**src/rtl/mux_sel_arbiter.sv**
```systemverilog
// -----------------------------------------------------------------------------
// mux_sel_arbiter
//
// Round-robin arbiter for two requesters sharing a downstream 2:1 mux
// (din_0 / din_1 -> mux_out). The winning requester gets a one-hot grant, and
// `sel` steers the mux to that requester's data for as long as the grant is
// held. A hold timer limits every grant to MAX_HOLD consecutive cycles, so one
// source can never starve the other.
//
// Parameters:
//   MAX_HOLD : maximum consecutive cycles a single grant may be held (2..255).
//   CNT_W    : width of the hold counter; 2**CNT_W must exceed MAX_HOLD.
//
// Ports:
//   clk          : system clock, rising edge.
//   rst          : asynchronous, active-high reset.
//   req_0        : request from source 0 (mux din_0).
//   req_1        : request from source 1 (mux din_1).
//   done         : single-cycle pulse from the consumer; releases the grant.
//   sel          : mux select, 0 = din_0, 1 = din_1. Holds its value in idle.
//   grant_0      : grant to source 0.
//   grant_1      : grant to source 1.
//   busy         : grant_0 | grant_1.
//   switch_count : (MUX_SEL_ARB_STATS_EN only) saturating 16-bit count of
//                  grant moves from one source to the other.
//
// Optional build macro:
//   MUX_SEL_ARB_STATS_EN : adds the switch_count output and its counter.
//
// All outputs are registered. Grants are one-hot or zero.
// -----------------------------------------------------------------------------
module mux_sel_arbiter #(
  parameter int MAX_HOLD = 8,
  parameter int CNT_W    = 8
) (
  input  logic        clk,
  input  logic        rst,
  input  logic        req_0,
  input  logic        req_1,
  input  logic        done,
  output logic        sel,
  output logic        grant_0,
  output logic        grant_1,
  output logic        busy
`ifdef MUX_SEL_ARB_STATS_EN
  ,
  output logic [15:0] switch_count
`endif
);

  typedef enum logic [1:0] {
    IDLE = 2'd0,
    GNT0 = 2'd1,
    GNT1 = 2'd2
  } state_t;

  // Last cycle of a grant: when hold_cnt reaches this value the grant is
  // released on the next edge, giving exactly MAX_HOLD cycles of ownership.
  localparam logic [CNT_W-1:0] HOLD_LAST = CNT_W'(MAX_HOLD - 1);

  state_t           state;
  state_t           state_nxt;
  logic [CNT_W-1:0] hold_cnt;
  logic [CNT_W-1:0] hold_cnt_nxt;
  // Source that most recently owned the grant; the other one wins a tie.
  logic             last_winner;
  logic             last_winner_nxt;
  // The grant moves to the opposite source on the coming edge.
  logic             switch_evt;

  // Requests seen from the point of view of the current owner.
  logic owner;
  logic own_req;
  logic other_req;
  logic release_now;

  assign owner       = (state == GNT1);
  assign own_req     = owner ? req_1 : req_0;
  assign other_req   = owner ? req_0 : req_1;
  assign release_now = !own_req || done || (hold_cnt == HOLD_LAST);

`ifdef MUX_SEL_ARB_STATS_EN
  // Set once any grant has been issued since reset; the very first grant is
  // not a move "from" another source and is not counted.
  logic owned;
`endif

  // ---------------------------------------------------------------------------
  // Next-state decision
  // ---------------------------------------------------------------------------
  always_comb begin
    // NOTE: every signal gets a default before the case so no path can leave
    // it unassigned; otherwise synthesis infers a latch.
    state_nxt       = state;
    hold_cnt_nxt    = hold_cnt;
    last_winner_nxt = last_winner;
    switch_evt      = 1'b0;

    unique case (state)
      IDLE: begin
        hold_cnt_nxt = '0;
        if (req_0 && req_1) begin
          state_nxt = last_winner ? GNT0 : GNT1;
        end else if (req_0) begin
          state_nxt = GNT0;
        end else if (req_1) begin
          state_nxt = GNT1;
        end
        // A grant out of idle to the source that did not own last time is
        // still a move between sources.
`ifdef MUX_SEL_ARB_STATS_EN
        if (state_nxt != IDLE && owned &&
            ((state_nxt == GNT1) != last_winner)) begin
          switch_evt = 1'b1;
        end
`endif
      end

      GNT0, GNT1: begin
        if (!release_now) begin
          hold_cnt_nxt = hold_cnt + CNT_W'(1);
        end else begin
          // done and timeout together are a single release.
          hold_cnt_nxt    = '0;
          last_winner_nxt = owner;
          if (other_req) begin
            // Hand over directly, no idle bubble.
            state_nxt  = owner ? GNT0 : GNT1;
            switch_evt = 1'b1;
          end else if (own_req) begin
            // Re-grant the same source with a fresh hold window.
            state_nxt = state;
          end else begin
            state_nxt = IDLE;
          end
        end
      end

      default: begin
        state_nxt    = IDLE;
        hold_cnt_nxt = '0;
      end
    endcase
  end

  // ---------------------------------------------------------------------------
  // State and registered outputs
  // ---------------------------------------------------------------------------
  always_ff @(posedge clk or posedge rst) begin
    if (rst) begin
      state       <= IDLE;
      hold_cnt    <= '0;
      last_winner <= 1'b1;
      grant_0     <= 1'b0;
      grant_1     <= 1'b0;
      busy        <= 1'b0;
      sel         <= 1'b0;
    end else begin
      // NOTE: non-blocking assignments so every register samples the values
      // from before this edge, independent of statement order.
      state       <= state_nxt;
      hold_cnt    <= hold_cnt_nxt;
      last_winner <= last_winner_nxt;
      grant_0     <= (state_nxt == GNT0);
      grant_1     <= (state_nxt == GNT1);
      busy        <= (state_nxt != IDLE);
      // sel follows the grant and keeps its last value while idle.
      if (state_nxt != IDLE) begin
        sel <= (state_nxt == GNT1);
      end
    end
  end

`ifdef MUX_SEL_ARB_STATS_EN
  // ---------------------------------------------------------------------------
  // Switch statistics
  // ---------------------------------------------------------------------------
  always_ff @(posedge clk or posedge rst) begin
    if (rst) begin
      owned        <= 1'b0;
      switch_count <= '0;
    end else begin
      if (state_nxt != IDLE) begin
        owned <= 1'b1;
      end
      if (switch_evt && (switch_count != 16'hFFFF)) begin
        switch_count <= switch_count + 16'd1;
      end
    end
  end
`endif

  // ---------------------------------------------------------------------------
  // Invariants
  // ---------------------------------------------------------------------------
  a_grant_onehot : assert property (@(posedge clk) disable iff (rst)
    !(grant_0 && grant_1));
  a_busy_or : assert property (@(posedge clk) disable iff (rst)
    busy == (grant_0 || grant_1));
  a_sel_tracks : assert property (@(posedge clk) disable iff (rst)
    busy |-> (sel == grant_1));
  a_hold_bound : assert property (@(posedge clk) disable iff (rst)
    hold_cnt <= HOLD_LAST);

endmodule

```
**config.mk**
```make
export PLATFORM = sky130hd
export DESIGN_NAME = mux_sel_arbiter
export DESIGN_NICKNAME = d
export VERILOG_FILES = /design/src/rtl/mux_sel_arbiter.sv
export SDC_FILE = /design/constraint.sdc
export NUM_CORES = 1
export LEC_CHECK = 0
export CAP_MARGIN = 5
export CORE_UTILIZATION = 40
export DETAILED_ROUTE_END_ITERATION = 10
export HOLD_SLACK_MARGIN = 0.06
export REMOVE_ABC_BUFFERS = 1
export SLEW_MARGIN = 5
export SYNTH_ARGS = -nofsm -noshare
export SYNTH_HDL_FRONTEND = slang
export SYNTH_SLANG_ARGS = --single-unit
```
**constraint.sdc**
```tcl
create_clock -name clk -period 1.75 [get_ports clk]
set_input_delay 0.2625 -clock clk [delete_from_list [all_inputs] [get_ports clk]]
set_output_delay 0.2625 -clock clk [all_outputs]
set_load 0.03 [all_outputs]
```
Word level (Yosys, flattened, before mapping). Cells that the tools add are included.

Logic and storage cells: 34. Memories: 0. ROM bits: 0. Bits in latches: 0. Memory bits (writable): 0. Register bits after elaboration: 15.

Reduce and logical (&&, ||, !) cells: 8. $add $sub $neg: 1. Multiplexer cells: 13. Multiply operators: 0. Shift-type cells: 0. Bitwise operators: 0. Equal/unequal tests: 5. Magnitude comparators: 0. Div/mod/pow operators: 0.

Operators with widths (number): two-way mux 2 bit (8); two-way mux 8 bit (2); adder 8 x 1 -> 8 bit, second input constant (1); equality test 8 x 3 -> 1 bit, second input constant (1); equality test 2 x 1 -> 1 bit, second input constant (2); equality test 2 bit, second input constant (2); one-hot mux 2 bit (2 select lines) (1); logical NOT 2 bit (1); logical OR 1 bit (2); two-way mux 1 bit (2); AND reduction 2 bit (1); nonzero test 2 bit (1); OR reduction 2 bit (1); logical AND 1 bit (1); logical NOT 1 bit (1).

Logic depth before layout (Yosys ltp). Gate-level depths: netlist of run 1.

Depth after elaboration: 8. Mapped depth: 7.

Worst setup path after synthesis of run 1. Ideal clock, no wire load.

Path type: reg2reg. From: register state[0]. To: register grant_1. Slack: -0.091 ns. Data arrival time: 1.719 ns. Path buffers: 0. Cell stages (with the launch flop): 7. Period minus slack after synthesis: 1.841 ns. Cell sequence: dfrtp_1 > inv_1 > ha_1 > or4_1 > a31o_1 > and3_1 > nor2b_1.

Longest elaborated chain between the ends: 8. Elaborated cells between the ends (all ways): 18. Those cells by class: eq/ne: 3; mux: 10; reduce/logical: 5.

Ends and longest elaborated chain: start, declared (RTL line 61) `state_t state;`; start signal, assigned (RTL line 161) `state <= state_nxt;`; equality test 2 bit (*) (RTL line 77) `assign owner = (state == GNT1);`; net owner (RTL line 72) `logic owner;`; two-way mux 1 bit (RTL line 78) `assign own_req = owner ? req_1 : req_0;`; logical NOT 1 bit (RTL line 80) `assign release_now = !own_req || done || (hold_cnt == HOLD_LAST);`; logical OR 1 bit (2 in a row) (RTL line 80); two-way mux 2 bit (RTL line 120) `if (!release_now) begin`; one-hot mux 2 bit (2 select lines) (*) (RTL line 99) `unique case (state)`; equality test 2 bit (*) (RTL line 165) `grant_1 <= (state_nxt == GNT1);`; end signal, assigned (RTL line 165); end, declared (RTL line 43) `output logic grant_1,`.

Mark *: on every way through the listed nets, which the timed path passes. The rest lies on a longest branch. A chain may end at the register's enable or synchronous reset.

Final worst setup path of run 1.
From: register state[1]. To: register grant_0.

Longest elaborated chain between the ends: 8. Elaborated cells between the ends (all ways): 18. Those cells by class: eq/ne: 3; mux: 10; reduce/logical: 5.

Ends and longest elaborated chain: equality test 2 bit (*) (RTL line 77); net owner (RTL line 72); two-way mux 1 bit (RTL line 78); logical NOT 1 bit (RTL line 80); logical OR 1 bit (2 in a row) (RTL line 80); two-way mux 2 bit (RTL line 120); one-hot mux 2 bit (2 select lines) (*) (RTL line 99); net state_nxt[0] (RTL line 62) `state_t state_nxt;`; equality test 2 x 1 -> 1 bit (*) (RTL line 164) `grant_0 <= (state_nxt == GNT0);`; end signal, assigned (RTL line 164); end, declared (RTL line 42) `output logic grant_0,`.

Marks and branches as above.

==> flow_summary.json, run 1 <==
{
  "switching_share_pct": 39.1,
  "violations": "setup timing",
  "setup_slack_ps": -136,
  "cts_tree": "built",
  "wire_per_inst_um": 13.4,
  "port_buffers": 8,
  "power.internal_mw": 1.01,
  "worst_path_max_delay_cell": "dfrtp_1",
  "ys_seq_elements": 15,
  "p_comb_share_pct": 58.9,
  "crit_fanout": 5,
  "instances_no_fill": 133,
  "pwr-share-clk_pct": 12.1,
  "vias_per_cell": 5.03,
  "synth_top_cell_area_share_pct": 43.5,
  "routabilityCongestion": 0.852,
  "finalSetupViolCount": 13,
  "outcome": "finished with violations",
  "rsz0062_at_grt": "yes",
  "dr.pass1.iters": 4,
  "critPathKind": "flip-flop to flip-flop",
  "hold_path_class": "primary input to async pin",
  "critPathRequiredTime_ps": 1980,
  "placed_cell_area_sq_mm": 0.00102,
  "seq_area_sq_um": 377,
  "fillers": 170,
  "clk_pin_slew_ps": 90,
  "grt_overflow_total": 0,
  "final_max_slew_viol_count": 0,
  "cts_root_buf": "clkbuf_4",
  "htreeDepth": 1,
  "holdWs_ps": 326,
  "clkLatencyLatePin_ps": 290,
  "relSlewSlack_pct": 61.7,
  "p_sw_uw": 647,
  "drive_above_1_share_pct": 38.0,
  "pre_cts_slack_ps": -236,
  "endpoint_kind": "flip-flop",
  "start_kind": "flip-flop",
  "design_area_sq_mm": 0.00113,
  "multiInputGateArea_sq_um": 462,
  "drtAntennaViolNets": 0,
  "yosysTopAreaCell": "dfrtp_1",
  "ctsHoldBuffers": 0,
  "layout_common_cells": "dfrtp_1, buf_4, clkdlybuf4s50_1",
  "avgSynthCellArea_sq_um": 10.1,
  "tns_ps": -787,
  "num_rows": 15,
  "diodes": 0,
  "clock-sinks": 15,
  "initial_core_util_pct": 44.7,
  "fin_nets": 119,
  "syn_inst": 80,
  "die_w_um": 46.8,
  "synth_warnings": 0,
  "place.detailed.hpwl_um": 1190,
  "cts_buffer_depth": 2,
  "ys_seq_area_share_pct": 46.8,
  "die_y_um": 46.8,
  "grt_pass1_wl_um": 2950,
  "grt_antenna_before_repair": 0,
  "io_pins": 9,
  "fin_crit_sh_pct": 108,
  "numCtsBuffers": 3,
  "drv_cap": 0,
  "drt_iter0_drc": 10,
  "grt.total_usage_pct": 20.4,
  "fin_crit_ps": 1890,
  "max_freq_ghz": 0.530,
  "vdd_ir_drop_max_mv": 0.915,
  "placed_cells": 127,
  "hold_viol_final": 0,
  "cp.arrival_ps": 2110,
  "p_leak_nw": 0.533,
  "ys_top_cells_by_area": "dfrtp_1, ha_1, xor2_1",
  "pwr-share-seq_pct": 29.0,
  "ys_types": 28,
  "fin_worst_skew_ps": 6.93,
  "grt_pass1_vias": 703,
  "powerDensity_mw_per_mm2": 1460,
  "power.total_mw": 1.65,
  "drc": 0,
  "netlist_area_sq_um": 805,
  "reg2regPathDepth": 6,
  "tightest_slew_ps": 574,
  "fp.dieArea_sq_mm": 0.00219,
  "drt-total-wl_um": 1790,
  "cpPeakStageDelay_ps": 430,
  "fp.coreArea_sq_mm": 0.00180,
  "syn_to_final_growth_pct": 40.9,
  "cp_cell_sequence": "ha_4 > mux2i_2 > a311o_2 > a31o_1 > a31oi_4 > and2_1",
  "final_util_pct": 62.9,
  "via_count": 669,
  "grt_max_degree": 16
}
cell usage after synthesis:
master     count
mux2i_1        1
a31o_1         1
o21bai_2       1
inv_1          8
o21ai_0        1
nand4_1        1
mux2_2         1
or2_2          1
a31oi_4        1
or4_1          1
dfrtp_1       14
xor2_1         4
ha_1           5
and2_1         1
a32o_1         1
xnor2_1        2
nand2b_1       1
a311o_1        1
o2111ai_1      1
a22o_2         1
dfstp_2        1
nor2b_1        3
and3_1         4
a21oi_1        3
nand3_1        3
nor4_1         1
nand2_1        8
nor2_1         9
state kept, by name, indices dropped and copies added, names as in the netlist:
name	cells
hold_cnt	8
state	2
busy	1
grant_0	1
grant_1	1
last_winner	1
sel	1
cells by family (layout without fill, tap and decap cells):
group / count (synthesis) / count (layout) / share of synthesized area [%]
AOI/OAI and AO/OA: 11 / 11 / 12.4
muxes: 2 / 2 / 2.64
DFF: 15 / 15 / 46.8
xor gates and xnor gates: 6 / 6 / 6.53
adders and majority gates: 5 / 5 / 7.78
and+or+nand+nor: 33 / 33 / 20.1
buffers and inverters: 8 / 36 / 3.73
power groups by stage:
stage,clock network (mW),registers (mW),logic [mW]
CTS,0.212,0.479,0.934
finish,0.200,0.480,0.975
global route,0.219,0.488,1.06
floorplan,0,0.566,0.382
detailed placement,0,0.477,0.770
global placement,0,0.472,0.768
critical path: cells and delay by family (launching register included):
| kind | cells | cell delay [ps] |
|---|---|---|
| simple gates | 1 | 150 |
| compound gates | 3 | 890 |
| mux | 1 | 160 |
| flops | 1 | 430 |
| fa+ha+maj | 1 | 190 |
routing by layer:
metal  part of all wire (%)  global-route usage (%)
met1                     45                    21.8
met2                     49                    35.3
met3                    4.1                    6.92
met4                    1.6                    10.9
met5                      0                       0
repair_timing:
item	in CTS	in global routing
gates resized for setup	14	7
buffers inserted	3	0
endpoints found under the hold margin	0	0
endpoints found under the setup margin	14	14
pin swaps	8	7
worst paths after layout:
kind                             start          end  slack (ps)
max                           state[1]      grant_0        -140
min                                rst          sel         330
max reg2reg                   state[1]      grant_0        -140
min reg2reg                hold_cnt[0]  hold_cnt[0]         540
max in group asynchronous          rst  hold_cnt[4]        1040
min in group clk           hold_cnt[0]  hold_cnt[0]         540
cell type report:
class                           count  area share (%)
Timing Repair Buffer               24            18.3
Multi-Input combinational cell     57            40.7
Sequential cell                    15            33.2
Inverter                            8            2.65
Tap cell                           25            2.76
Clock buffer                        4            2.32
Note: power is estimated with default switching activity, not from simulation.
==> run 2, diff against run 1 <==
--- a/config.mk
+++ b/config.mk
@@ -10,6 +10,7 @@
 export DETAILED_ROUTE_END_ITERATION = 10
 export HOLD_SLACK_MARGIN = 0.06
 export REMOVE_ABC_BUFFERS = 1
+export SKIP_CTS_REPAIR_TIMING = 1
 export SLEW_MARGIN = 5
 export SYNTH_ARGS = -nofsm -noshare
 export SYNTH_HDL_FRONTEND = slang
==> run 2 against run 1 <==
The run still ends with setup timing left. Fmax shrank 2.2%. Hold slack better by 1.6 ps. Sequential share of layout area grew 1.1 points. Sequential power hardly changed. Combinational power down 8.3%. Die area is the same. Critical path depth up 1. Global-route usage fell by 1.7 points. Largest cell class unchanged.
==> flow_summary.json, run 2 (synthesis results as in run 1) <==
{
  "grt_antenna_before_repair": 0,
  "dr.pass1.iters": 4,
  "diodes": 0,
  "drc": 0,
  "setup_slack_ps": -178,
  "powerDensity_mw_per_mm2": 1430,
  "routabilityCongestion": 0.852,
  "placed_cell_area_sq_mm": 0.00102,
  "numCtsBuffers": 3,
  "reg.largest.list": "hold_cnt (8), state (2)",
  "wire_per_inst_um": 13.0,
  "final_max_slew_viol_count": 0,
  "initial_core_util_pct": 44.7,
  "fp.dieArea_sq_mm": 0.00219,
  "r2r_start": "state[1]",
  "drive_above_1_share_pct": 28.7,
  "endpoint_kind": "flip-flop",
  "tightest_slew_ps": 572,
  "place.detailed.hpwl_um": 1190,
  "clock-sinks": 15,
  "grt_overflow_total": 0,
  "max_freq_ghz": 0.519,
  "cts_buffer_depth": 2,
  "largest_reg_flops": 8,
  "via_count": 636,
  "grt_pass1_vias": 640,
  "port_buffers": 8,
  "worst_path_max_delay_cell": "dfrtp_1",
  "vias_per_cell": 4.78,
  "crit_start": "state[1]",
  "layout_common_cells": "buf_4, dfrtp_1, nor2_1",
  "critPathRequiredTime_ps": 1930,
  "relSlewSlack_pct": 61.8,
  "die_y_um": 46.8,
  "cpPeakStageDelay_ps": 430,
  "drtAntennaViolNets": 0,
  "num_rows": 15,
  "crit_fanout": 4,
  "violations": "setup timing",
  "cts_tree": "built",
  "cp.arrival_ps": 2100,
  "cp_cell_sequence": "ha_4 > mux2i_2 > a311o_1 > buf_4 > a32o_2 > o21bai_4 > nor2b_1",
  "clk_pin_slew_ps": 90,
  "fin_worst_skew_ps": 4.09,
  "hold_viol_final": 0,
  "grt.total_usage_pct": 18.6,
  "drt_iter0_drc": 12,
  "rsz0062_at_grt": "yes",
  "io_pins": 9,
  "start_kind": "flip-flop",
  "outcome": "finished with violations",
  "drt-total-wl_um": 1730,
  "cts_root_buf": "clkbuf_4",
  "finalSetupViolCount": 6,
  "critPathKind": "flip-flop to flip-flop",
  "vdd_ir_drop_max_mv": 0.888,
  "design_area_sq_mm": 0.00110,
  "clkLatencyLatePin_ps": 290,
  "mostFrequentLayoutCell": "buf_4",
  "htreeDepth": 1,
  "fin_crit_ps": 1930,
  "grt_pass1_wl_um": 2680,
  "instances_no_fill": 133,
  "hold_path_class": "primary input to async pin",
  "drv_cap": 0,
  "fillers": 172,
  "fin_crit_sh_pct": 110,
  "syn_to_final_growth_pct": 36.4,
  "die_w_um": 46.8,
  "p_leak_nw": 0.531,
  "fp.coreArea_sq_mm": 0.00180,
  "placed_cells": 127,
  "fin_nets": 119,
  "grt_max_degree": 16,
  "largest-register": "hold_cnt"
}
[run 2: cell counts in the layout (fill, tap and decap cells not counted)]
Identical to the previous run, type by type.
[run 2: layout make-up]
cell class	count	area, sq um	share of cell area, %
multi-input cells	57	433	39.5
flip-flops and latches	15	377	34.3
repair buffers	24	200	18.2
well taps	25	31.3	2.85
inverters	8	30.0	2.74
clock buffers	4	26.3	2.39
[run 2: through the flow]
stage	setup slack (ps)	power [mW]	hold slack (ps)	util [%]	TNS, ps
floorplan	-90.8	0.948	163	-	-251
global placement	-230	1.24	500	56.7	-2410
detailed placement	-236	1.25	507	56.7	-2370
CTS	-211	1.46	334	58.1	-1630
global route	-245	1.68	383	60.9	-1430
finish	-178	1.57	327	60.9	-948
[run 2: routing by layer]
metal / vias to the layer above / wire length, um / track usage (%)
li1: 329 / - / -
met1: 296 / 816 / 20.7
met2: 9 / 841 / 30.8
met3: 2 / 53 / 7.31
met4: 0 / 14 / 9.71
met5: - / 0 / 0
[run 2: critical path, delay by kind of cell, from the launching register on]
family / cells / cell delay, ps
compound gates: 3 / 800
flops: 1 / 430
fa+ha+maj: 1 / 190
mux: 1 / 160
buf+inv: 1 / 160
simple gates: 1 / 70
[run 2: worst paths after layout]
kind,to,slack [ps],depth (start not counted)
max reg2reg,grant_1,-180,7
min in group clk,hold_cnt[0],540,2
max,grant_1,-180,7
max in group asynchronous,hold_cnt[4],1050,2
min reg2reg,hold_cnt[0],540,2
min,sel,330,2
[run 2: where the power goes]
| part | switching (mW) | internal (mW) | total [mW] | leakage, nW |
|---|---|---|---|---|
| Sequential | 0.0441 | 0.436 | 0.481 | 0.196 |
| Clock | 0.112 | 0.0887 | 0.200 | 0.0150 |
| Combinational | 0.458 | 0.435 | 0.894 | 0.320 |
| Total | 0.614 | 0.960 | 1.57 | 0.531 |
